<file path="src/rtl/pipe_trace_buffer.sv">
`default_nettype none
//============================================================================
// Module      : pipe_trace_buffer
// Description : On-chip event tracer for the pipelined CPU. Per-channel
//               events are recorded into a circular buffer as
//               {cycle stamp, channel id, payload}. Capture starts on a
//               trigger while ARMED and runs for WINDOW cycles (0 =
//               unlimited), until stop, or until the buffer fills (stop
//               mode). In wrap mode, new records overwrite the oldest ones.
//               In DONE, records drain oldest-first over a valid/ready port.
// Ports       : clk_i/rst_i        clock, async active-high reset
//               arm_i/trig_i/stop_i capture control (arm > stop > trig)
//               mode_wrap_i         0 = stop when full, 1 = overwrite oldest
//               ev_valid_i/ev_data_i per-channel event strobes/payloads
//               rd_ready_i/rd_valid_o/rd_data_o  readout handshake
//               state_o/count_o/drop_o/cycle_o   status
// Revision    : 1.0 - initial release
//============================================================================
module pipe_trace_buffer #(
    parameter int NUM_CH  = 4,
    parameter int DATA_W  = 32,
    parameter int DEPTH   = 64,
    parameter int STAMP_W = 16,
    parameter int WINDOW  = 18,
    localparam int CH_W   = (NUM_CH > 1) ? $clog2(NUM_CH) : 1,
    localparam int AW     = $clog2(DEPTH),
    localparam int REC_W  = STAMP_W + CH_W + DATA_W
) (
    input  logic                     clk_i,
    input  logic                     rst_i,
    input  logic                     arm_i,
    input  logic                     trig_i,
    input  logic                     stop_i,
    input  logic                     mode_wrap_i,
    input  logic [NUM_CH-1:0]        ev_valid_i,
    input  logic [NUM_CH*DATA_W-1:0] ev_data_i,
    input  logic                     rd_ready_i,
    output logic                     rd_valid_o,
    output logic [REC_W-1:0]         rd_data_o,
    output logic [1:0]               state_o,
    output logic [AW:0]              count_o,
    output logic [15:0]              drop_o,
    output logic [STAMP_W-1:0]       cycle_o
);

    localparam logic [1:0] c_ST_IDLE    = 2'd0;
    localparam logic [1:0] c_ST_ARMED   = 2'd1;
    localparam logic [1:0] c_ST_CAPTURE = 2'd2;
    localparam logic [1:0] c_ST_DONE    = 2'd3;

    localparam logic [AW:0]        c_DEPTH    = (AW + 1)'(DEPTH);
    localparam logic [STAMP_W-1:0] c_WIN_LAST = STAMP_W'((WINDOW > 0) ? WINDOW - 1 : 0);
    localparam bit                 c_WIN_EN   = (WINDOW > 0);
    localparam bit                 c_WIN_ONE  = (WINDOW == 1);

    // Registered state
    logic [1:0]         r_state;
    logic [AW-1:0]      r_wr_ptr;
    logic [AW-1:0]      r_rd_ptr;
    logic [AW:0]        r_count;
    logic [15:0]        r_drop;
    logic [STAMP_W-1:0] r_cycle;
    logic               r_wrap;
    logic [REC_W-1:0]   r_rd_data;
    logic [REC_W-1:0]   r_mem [DEPTH];

    // Combinational
    logic [1:0]         w_state_nxt;
    logic               w_any;
    logic [CH_W-1:0]    w_win;
    logic [DATA_W-1:0]  w_pay;
    logic [CH_W:0]      w_nev;
    logic [CH_W:0]      w_drop_inc;
    logic [16:0]        w_drop_sum;
    logic [15:0]        w_drop_nxt;
    logic               w_full;
    logic               w_capt;
    logic               w_wr_en;
    logic               w_ovr;
    logic               w_fill;
    logic               w_pop;
    logic [STAMP_W-1:0] w_stamp;
    logic [REC_W-1:0]   w_rec;
    logic [AW-1:0]      w_rd_ptr_nxt;

    // Priority pick: scanning from the top down leaves the lowest asserted
    // channel as the winner; the same pass counts asserted channels.
    always_comb begin : p_pick
        w_any = 1'b0;
        w_win = '0;
        w_pay = '0;
        w_nev = '0;
        for (int k = NUM_CH - 1; k >= 0; k--) begin
            if (ev_valid_i[k]) begin
                w_any = 1'b1;
                w_win = CH_W'(k);
                w_pay = ev_data_i[k*DATA_W +: DATA_W];
                w_nev = w_nev + 1'b1;
            end
        end
    end

    always_comb begin : p_ctrl
        w_full  = (r_count == c_DEPTH);
        // Capture cycle: trigger cycle in ARMED or any CAPTURE cycle, unless
        // a higher-priority arm/stop claims it.
        w_capt  = !arm_i && !stop_i &&
                  (((r_state == c_ST_ARMED) && trig_i) || (r_state == c_ST_CAPTURE));
        w_wr_en = w_capt && w_any && (!w_full || r_wrap);
        w_ovr   = w_wr_en && w_full;
        w_fill  = w_wr_en && !r_wrap && (r_count == c_DEPTH - 1'b1);
        w_pop   = !arm_i && (r_state == c_ST_DONE) && (r_count != '0) && rd_ready_i;
        w_stamp = (r_state == c_ST_ARMED) ? '0 : r_cycle;
        w_rec   = {w_stamp, w_win, w_pay};

        w_drop_inc = '0;
        if (w_capt && w_any) begin
            w_drop_inc = w_wr_en ? (w_nev - 1'b1) : w_nev;
        end
        w_drop_sum = {1'b0, r_drop} + 17'(w_drop_inc);
        w_drop_nxt = w_drop_sum[16] ? 16'hFFFF : w_drop_sum[15:0];

        // Overwrite in wrap mode discards the oldest entry, so the head
        // moves exactly like a pop.
        w_rd_ptr_nxt = r_rd_ptr;
        if (arm_i) begin
            w_rd_ptr_nxt = '0;
        end else if (w_ovr || w_pop) begin
            w_rd_ptr_nxt = r_rd_ptr + 1'b1;
        end
    end

    always_comb begin : p_next_state
        w_state_nxt = r_state;
        if (arm_i) begin
            w_state_nxt = c_ST_ARMED;
        end else begin
            case (r_state)
                c_ST_ARMED: begin
                    if (stop_i) begin
                        w_state_nxt = c_ST_DONE;
                    end else if (trig_i) begin
                        w_state_nxt = (c_WIN_ONE || w_fill) ? c_ST_DONE : c_ST_CAPTURE;
                    end
                end
                c_ST_CAPTURE: begin
                    if (stop_i || w_fill || (c_WIN_EN && (r_cycle == c_WIN_LAST))) begin
                        w_state_nxt = c_ST_DONE;
                    end
                end
                default: w_state_nxt = r_state;
            endcase
        end
    end

    always_ff @(posedge clk_i or posedge rst_i) begin : p_regs
        if (rst_i) begin
            r_state   <= c_ST_IDLE;
            r_wr_ptr  <= '0;
            r_rd_ptr  <= '0;
            r_count   <= '0;
            r_drop    <= '0;
            r_cycle   <= '0;
            r_wrap    <= 1'b0;
            r_rd_data <= '0;
        end else begin
            r_state  <= w_state_nxt;
            r_rd_ptr <= w_rd_ptr_nxt;
            if (arm_i) begin
                r_wr_ptr <= '0;
                r_count  <= '0;
                r_drop   <= '0;
                r_cycle  <= '0;
                r_wrap   <= mode_wrap_i;
            end else begin
                if (w_wr_en) begin
                    r_wr_ptr <= r_wr_ptr + 1'b1;
                end
                if (w_wr_en && !w_full) begin
                    r_count <= r_count + 1'b1;
                end else if (w_pop) begin
                    r_count <= r_count - 1'b1;
                end
                r_drop <= w_drop_nxt;
                // The trigger cycle is capture cycle 0, so the first CAPTURE
                // cycle shows 1.
                if ((r_state == c_ST_ARMED) && trig_i && !stop_i) begin
                    r_cycle <= STAMP_W'(1);
                end else if ((r_state == c_ST_CAPTURE) && (r_cycle != '1)) begin
                    r_cycle <= r_cycle + 1'b1;
                end
            end
            // Head register: bypass a record landing in the head slot this
            // cycle so a freshly written head is not read stale.
            if (w_wr_en && (r_wr_ptr == w_rd_ptr_nxt)) begin
                r_rd_data <= w_rec;
            end else begin
                r_rd_data <= r_mem[w_rd_ptr_nxt];
            end
        end
    end

    always_ff @(posedge clk_i) begin : p_mem
        if (w_wr_en) begin
            r_mem[r_wr_ptr] <= w_rec;
        end
    end

    assign rd_valid_o = (r_state == c_ST_DONE) && (r_count != '0);
    assign rd_data_o  = r_rd_data;
    assign state_o    = r_state;
    assign count_o    = r_count;
    assign drop_o     = r_drop;
    assign cycle_o    = r_cycle;

endmodule
`default_nettype wire

</file>
<file path="config.mk">
export PLATFORM = sky130hd
export DESIGN_NAME = pipe_trace_buffer
export DESIGN_NICKNAME = d
export VERILOG_FILES = /design/src/rtl/pipe_trace_buffer.sv
export SDC_FILE = /design/constraint.sdc
export NUM_CORES = 2
export LEC_CHECK = 0
export ABC_CLOCK_PERIOD_IN_PS = 11210
export CELL_PAD_IN_SITES_DETAIL_PLACEMENT = 2
export CELL_PAD_IN_SITES_GLOBAL_PLACEMENT = 2
export CORE_ASPECT_RATIO = 0.8
export CORE_MARGIN = 2
export CORE_UTILIZATION = 38
export CTS_BUF_LIST = sky130_fd_sc_hd__clkbuf_2 sky130_fd_sc_hd__clkbuf_4 sky130_fd_sc_hd__clkbuf_8
export CTS_CLUSTER_DIAMETER = 50
export DETAILED_ROUTE_END_ITERATION = 7
export PLACE_DENSITY = 0.68
export RECOVER_POWER = 100
export SLEW_MARGIN = 20
export SYNTH_ARGS = -nofsm -noshare
export SYNTH_HDL_FRONTEND = slang
export SYNTH_SLANG_ARGS = --single-unit
</file>
<file path="constraint.sdc">
create_clock -name clk_i -period 11.21 [get_ports clk_i]
set_input_delay 2.242 -clock clk_i [delete_from_list [all_inputs] [get_ports clk_i]]
set_output_delay 2.242 -clock clk_i [all_outputs]
set_load 0.1 [all_outputs]
</file>
# --- Yosys cells after proc, flatten, opt, wreduce, memory -nomap -nowiden ---
# Memories as Yosys holds them, arrays and structs flattened. A register that Yosys moved wholly into a read port is not among the register bits.
# Index checks and enable logic that the tools add are counted.
op_classes:
  muxes: 39
  n_eq_ne: 9
  reduce_logical: 30
  addsub: 10
op_table:
  columns: ["operator", "n"]
  rows:
  - ["$mux W32", 4]
  - ["$mux W16", 6]
  - ["$mux W6", 4]
  - ["$mux W7", 3]
  - ["$add A16 B3 Y17", 1]
  - ["$add A16 B1 Y16 const B", 1]
  - ["$eq A16 B5 Y1 const B", 1]
  - ["$mux W2", 8]
  - ["$ne A16 B16 Y1 const B", 1]
  - ["$logic_and A1 B1 Y1", 15]
  - ["$mux W3", 5]
  - ["$add A6 B1 Y6 const B", 2]
  - ["$add A3 B1 Y3 const B", 3]
  - ["$reduce_bool A3 Y1", 3]
  - ["$mux W1", 8]
  - ["$add A7 B1 Y7 const B", 1]
  - ["$eq A7 B6 Y1 const B", 1]
  - ["$eq A7 B7 Y1 const B", 1]
  - ["$reduce_bool A7 Y1", 1]
  - ["$sub A7 B1 Y7 const B", 1]
  - ["$logic_or A1 B1 Y1", 5]
  - ["$eq A2 B2 Y1 const B", 2]
  - ["$logic_not A1 Y1", 4]
  - ["$ne A4 B4 Y1 const B", 1]
  - ["6 further kinds", 6]
word_totals:
  reg_bits: 54
  ram_bits: 3200
  in_bits: 139
  word_cells: 96
  memories: 1
memory_table:
  columns: ["memory", "words", "word_bits", "read_ports", "rd_clocked_by_memory_dff", "wr", "line_no", "rtl"]
  rows:
  - ["r_mem", 64, 50, 1, 1, 1, "65", "logic [REC_W-1:0] r_mem [DEPTH];"]

# --- Logic depth before layout (Yosys ltp) ---
logic_depth:
  depth_word: 13
  depth_mapped: 20

# --- Worst setup path after synthesis ---
# Ideal clock, no wire load.
synth_timing:
  kind: "input-to-reg"
  startpoint: "in ev_valid_i[2]"
  endpoint: "mem r_mem[31][0] (netlist name) (enable)"
  arrival_ns: 6.067
  path_stages: 9
  setup_ns: 0.458
  setup_slack_ns: 4.685
  cell_sequence: "clkbuf_1 -> inv_1 -> ha_1 -> or3b_1 -> o211ai_1 -> nor2_1 -> nand4_1 -> clkbuf_1 -> nor2_1"
synth_via:
  elab_chain_cells: 7
synth_lines:
  columns: ["element", "line_no", "rtl"]
  rows:
  - ["start: declaration", "35", "input logic [NUM_CH-1:0] ev_valid_i,"]
  - ["$mux W1 (3 in a row)", "94", "if (ev_valid_i[k]) begin"]
  - ["$logic_and A1 B1 Y1 (2 in a row)", "109", "w_wr_en = w_capt && w_any && (!w_full || r_wrap);"]
  - ["$mux W1", "204", "if (w_wr_en) begin"]
  - ["$mux W1 (not written as such)", "205", "r_mem[r_wr_ptr] <= w_rec;"]
  - ["end: declaration", "65", null]
# No other way between the ends.

# --- Final worst setup path ---
layout_timing:
  startpoint: "in ev_valid_i[2]"
  endpoint: "mem r_mem[48][14] (netlist name) (enable)"
# Same word-level chain as after synthesis.

==> results.sh <==
export IMPL_ff2ff_path_depth=8
export IMPL_ys_ff_latch=3304
export IMPL_setup_slack_ps=1560
export IMPL_finalWirelength_mm=551
export IMPL_period_minus_slack_ps=9650
export IMPL_synth_mux_area_share_pct=4.99
export IMPL_synth_edf_count=3200
export IMPL_outcome="complete, but fails checks"
export IMPL_seqPwrFrac_pct=50.7
export IMPL_grt_total_usage_pct=31.2
export IMPL_drive_gt1_share_pct=14.9
export IMPL_critPathKind="input pin to flip-flop"
export IMPL_clk_path_buf_depth=4
export IMPL_synth_top_cell_by_area="edfxtp_1"
export IMPL_hold_path_class="flip-flop to flip-flop"
export IMPL_finalClockSkew_ps=77.7
export IMPL_startpoint_type="input pin"
export IMPL_combinationalPowerShare_pct=9.2
export IMPL_clkTransAtPathRegs_ps=50
export IMPL_dr_first_iter_drc_count=12900
export IMPL_cts_sinks=3304
export IMPL_syn_inst=8292
export IMPL_post_cts_resized=0
export IMPL_area_growth_pct=14.9
export IMPL_syn_area_per_cell_um2=15.6
export IMPL_p_sw_uw=7170
export IMPL_synth_adder_area_share_pct=0.215
export IMPL_wire_per_inst_um=39.9
export IMPL_nets=8995
export IMPL_synth_top_family_by_area="compound AO/OA/AOI/OAI gates"
export IMPL_drc_errors=6
export IMPL_gr_total_overflow=0
export IMPL_dp_hpwl_mm=310
export IMPL_grt_pass1_wl_mm=753
export IMPL_grt_pass1_vias=91400
export IMPL_row_count=191
export IMPL_numCtsBuffers=551
export IMPL_start_util_pct=38.2
export IMPL_fin_crit_sh_pct=86.1
export IMPL_clockPowerShare_pct=40.1
export IMPL_yosysSeqAreaShare_pct=76.4
export IMPL_violations="DRC, capacitance limit, slew limit"
export IMPL_tightest_slew_ps=4790
export IMPL_end_kind="flip-flop"
export IMPL_drv_cap=157
export IMPL_synthesis_nets=8452
export IMPL_synth_ff_type="edfxtp_1"
export IMPL_syn_area_um2=129000
export IMPL_fp_dieW_um=656
export IMPL_crit_fanout=36
export IMPL_cts_tree="done"
export IMPL_routabilityCongestion=0.850
export IMPL_swShare_pct=26.4
export IMPL_ys_async_sr_fraction_pct=3.15
export IMPL_min_path_cells=1
export IMPL_synth_top_area_share_pct=74.4
export IMPL_pre_cts_ws_ps=2400
export IMPL_antenna_found_initial=36
export IMPL_vias=87400
export IMPL_io_pins=231
export IMPL_ys_top_cells_by_area="edfxtp_1 74%, nand2_1 4.7%, mux4_2 3.9%, a21oi_1 2.1%, dfrtp_1 2.0%"
export IMPL_postCtsSetupBuffers=0
export IMPL_relSlewSlack_pct=-219
export IMPL_finalHoldViolCount=0
export IMPL_min_from="drop_o[15]"
export IMPL_place_inst=12800
export IMPL_portBuffers=230
export IMPL_r2r_end="r_mem[48][14]"
export IMPL_p_int_uw=20000
export IMPL_dr_pass1_iters=8
export IMPL_r2r_slack_ps=4080
export IMPL_synth_xor_area_share_pct=0.318
export IMPL_rr_startpoint="state_o[0]"
export IMPL_synth_compound_area_share_pct=8.31
export IMPL_grt_max_degree=161
export IMPL_fin_cells=13800
export IMPL_hold_end="drop_o[15]"
export IMPL_setup_violations=0
export IMPL_fp_dieH_um=526
export IMPL_max_freq_ghz=0.104
export IMPL_synth_distinct_cells=95
export IMPL_cts_hold_fix_buffers=0
export IMPL_p_leak_uw=0.0482
export IMPL_postLayoutCoreUtil_pct=43.9
export IMPL_power_density_nw_per_um2=183
export IMPL_cp_required_ps=11980
export IMPL_tns_ps=0
export IMPL_viasPerCell=6.32
export IMPL_insertion_delay_ps=1220
export IMPL_synthSimpleGateAreaFrac_pct=7.92
export IMPL_final_max_slew_violation_count=5476
export IMPL_antenna_left=0
export IMPL_synth_warnings=0
export IMPL_rsz0062_at_grt="false"
export IMPL_die_area_um2=345000
export IMPL_fp_coreArea_um2=338000
export IMPL_cts_root_buffer="clkbuf_8"
export IMPL_h_tree_depth=6
export IMPL_cp_arrival_ps=10420
export IMPL_vdd_ir_drop_worst_uv=115
## power groups by stage
stage	combinational (uW)	clock [uW]	sequential [uW]
finish	2500	10900	13800
global route	2610	11500	13800
CTS	2510	11000	13700
detailed placement	2490	0	14000
global placement	2380	0	14000
floorplan	1210	0	14300
## worst max path at each step
stage                    endpoint  cells past startpoint     startpoint  slack [ps]
floorplan            r_mem[31][0]                      9  ev_valid_i[2]        4680
CTS                  rd_data_o[1]                     17  ev_valid_i[2]        3620
finish              r_mem[48][14]                     12  ev_valid_i[2]        1560
global placement    rd_data_o[43]                     15  ev_valid_i[2]        2480
global route         rd_data_o[2]                     16  ev_valid_i[2]        1580
detailed placement  rd_data_o[43]                     15  ev_valid_i[2]        2400
## worst max-delay path: stages
cell           delay (ps)
dlygate4sd3_1         530
clkbuf_1             1180
inv_1                 300
ha_1                  330
or3b_1                260
o211ai_1              130
clkbuf_1              330
nor3_1                590
nand2_1               370
nor2_1                450
clkbuf_1             2620
buf_4                 950
## state kept, by name (all words and copies together) (netlist names)
| name | count |
|---|---|
| r_wrap | 1 |
| r_mem | 3200 |
| rd_data_o | 50 |
| cycle_o | 16 |
| count_o | 7 |
| drop_o | 16 |
| state_o | 2 |
| r_wr_ptr | 6 |
| r_rd_ptr | 6 |
## cell usage in the layout, fill, tap and decap left out, drive strengths merged, types with 33 or more instances in the layout
cell type | netlist | layout
a211oi | 74 | 74
a21oi | 539 | 539
a22oi | 116 | 116
a311oi | 44 | 44
a31oi | 109 | 109
a32oi | 150 | 150
and3 | 77 | 77
buf | 326 | 166
clkbuf | 193 | 895
clkdlybuf4s50 | 0 | 133
clkinv | 1 | 162
dfrtp | 104 | 104
diode | 0 | 35
dlygate4sd3 | 0 | 87
edfxtp | 3200 | 3200
inv | 26 | 44
mux2i | 129 | 129
mux4 | 225 | 225
nand2 | 1606 | 1606
nand3 | 309 | 309
nand4 | 33 | 33
nor2 | 232 | 232
nor3 | 53 | 53
o21ai | 86 | 86
o221ai | 73 | 73
o22ai | 198 | 198
## synth_stat cells (all sizes together) (5+ instances only)
master	number
a21oi	539
nor2b	13
a21o	16
mux4	225
o22a	8
xnor2	22
o211a	13
dfrtp	104
a311oi	44
or4	6
xor2	21
o21a	7
nor3b	11
clkbuf	193
inv	26
a2111oi	11
nor2	232
a211o	14
and3	77
nand3	309
a22oi	116
o31a	9
nor4	19
buf	326
a221oi	22
a32o	12
nand2	1606
o211ai	18
mux2i	129
o22ai	198
nand4	33
mux2	7
or3	19
nor3	53
ha	19
o21ai	86
a221o	5
a31oi	109
a2111o	13
edfxtp	3200
a211oi	74
a32oi	150
o221ai	73
and2	20
a22o	24
## area by class of cell
class	instances	area, um2
diodes	35	87.6
clock buffers	772	9540
clock inverters	201	1240
fillers	32500	190000
inverters	27	128
multi-input cells	4442	28800
flip-flops and latches	3304	98700
well taps	4535	5670
repair buffers	509	4430
## per-layer routing
metal / part of all wire [%] / track usage [%] / up-vias
met4: 4.9 / 13.4 / 24
met5: 0.032 / 0 / -
met3: 9.9 / 6.45 / 1345
met2: 46 / 49.2 / 5363
li1: - / - / 33500
met1: 39 / 41.9 / 47100
## metrics by stage
| stage | power [uW] | area (um2) | hold WS [ps] |
|---|---|---|---|
| floorplan | 15500 | 129000 | 537 |
| global placement | 16400 | 139000 | 594 |
| detailed placement | 16500 | 139000 | 622 |
| CTS | 27200 | 150000 | 641 |
| global route | 27900 | 149000 | 665 |
| finish | 27200 | 149000 | 645 |
## cell families (layout without fill, tap and decap cells)
| logic type | count (synthesis) | after routing |
|---|---|---|
| simple gates | 2419 | 2419 |
| flops | 3304 | 3304 |
| xor+xnor | 43 | 43 |
| buf+inv | 546 | 1509 |
| compound gates | 1598 | 1598 |
| fa+ha+maj | 21 | 21 |
| mux | 361 | 361 |
| other cells | 0 | 35 |
Power figures use the tool's default switching activity.
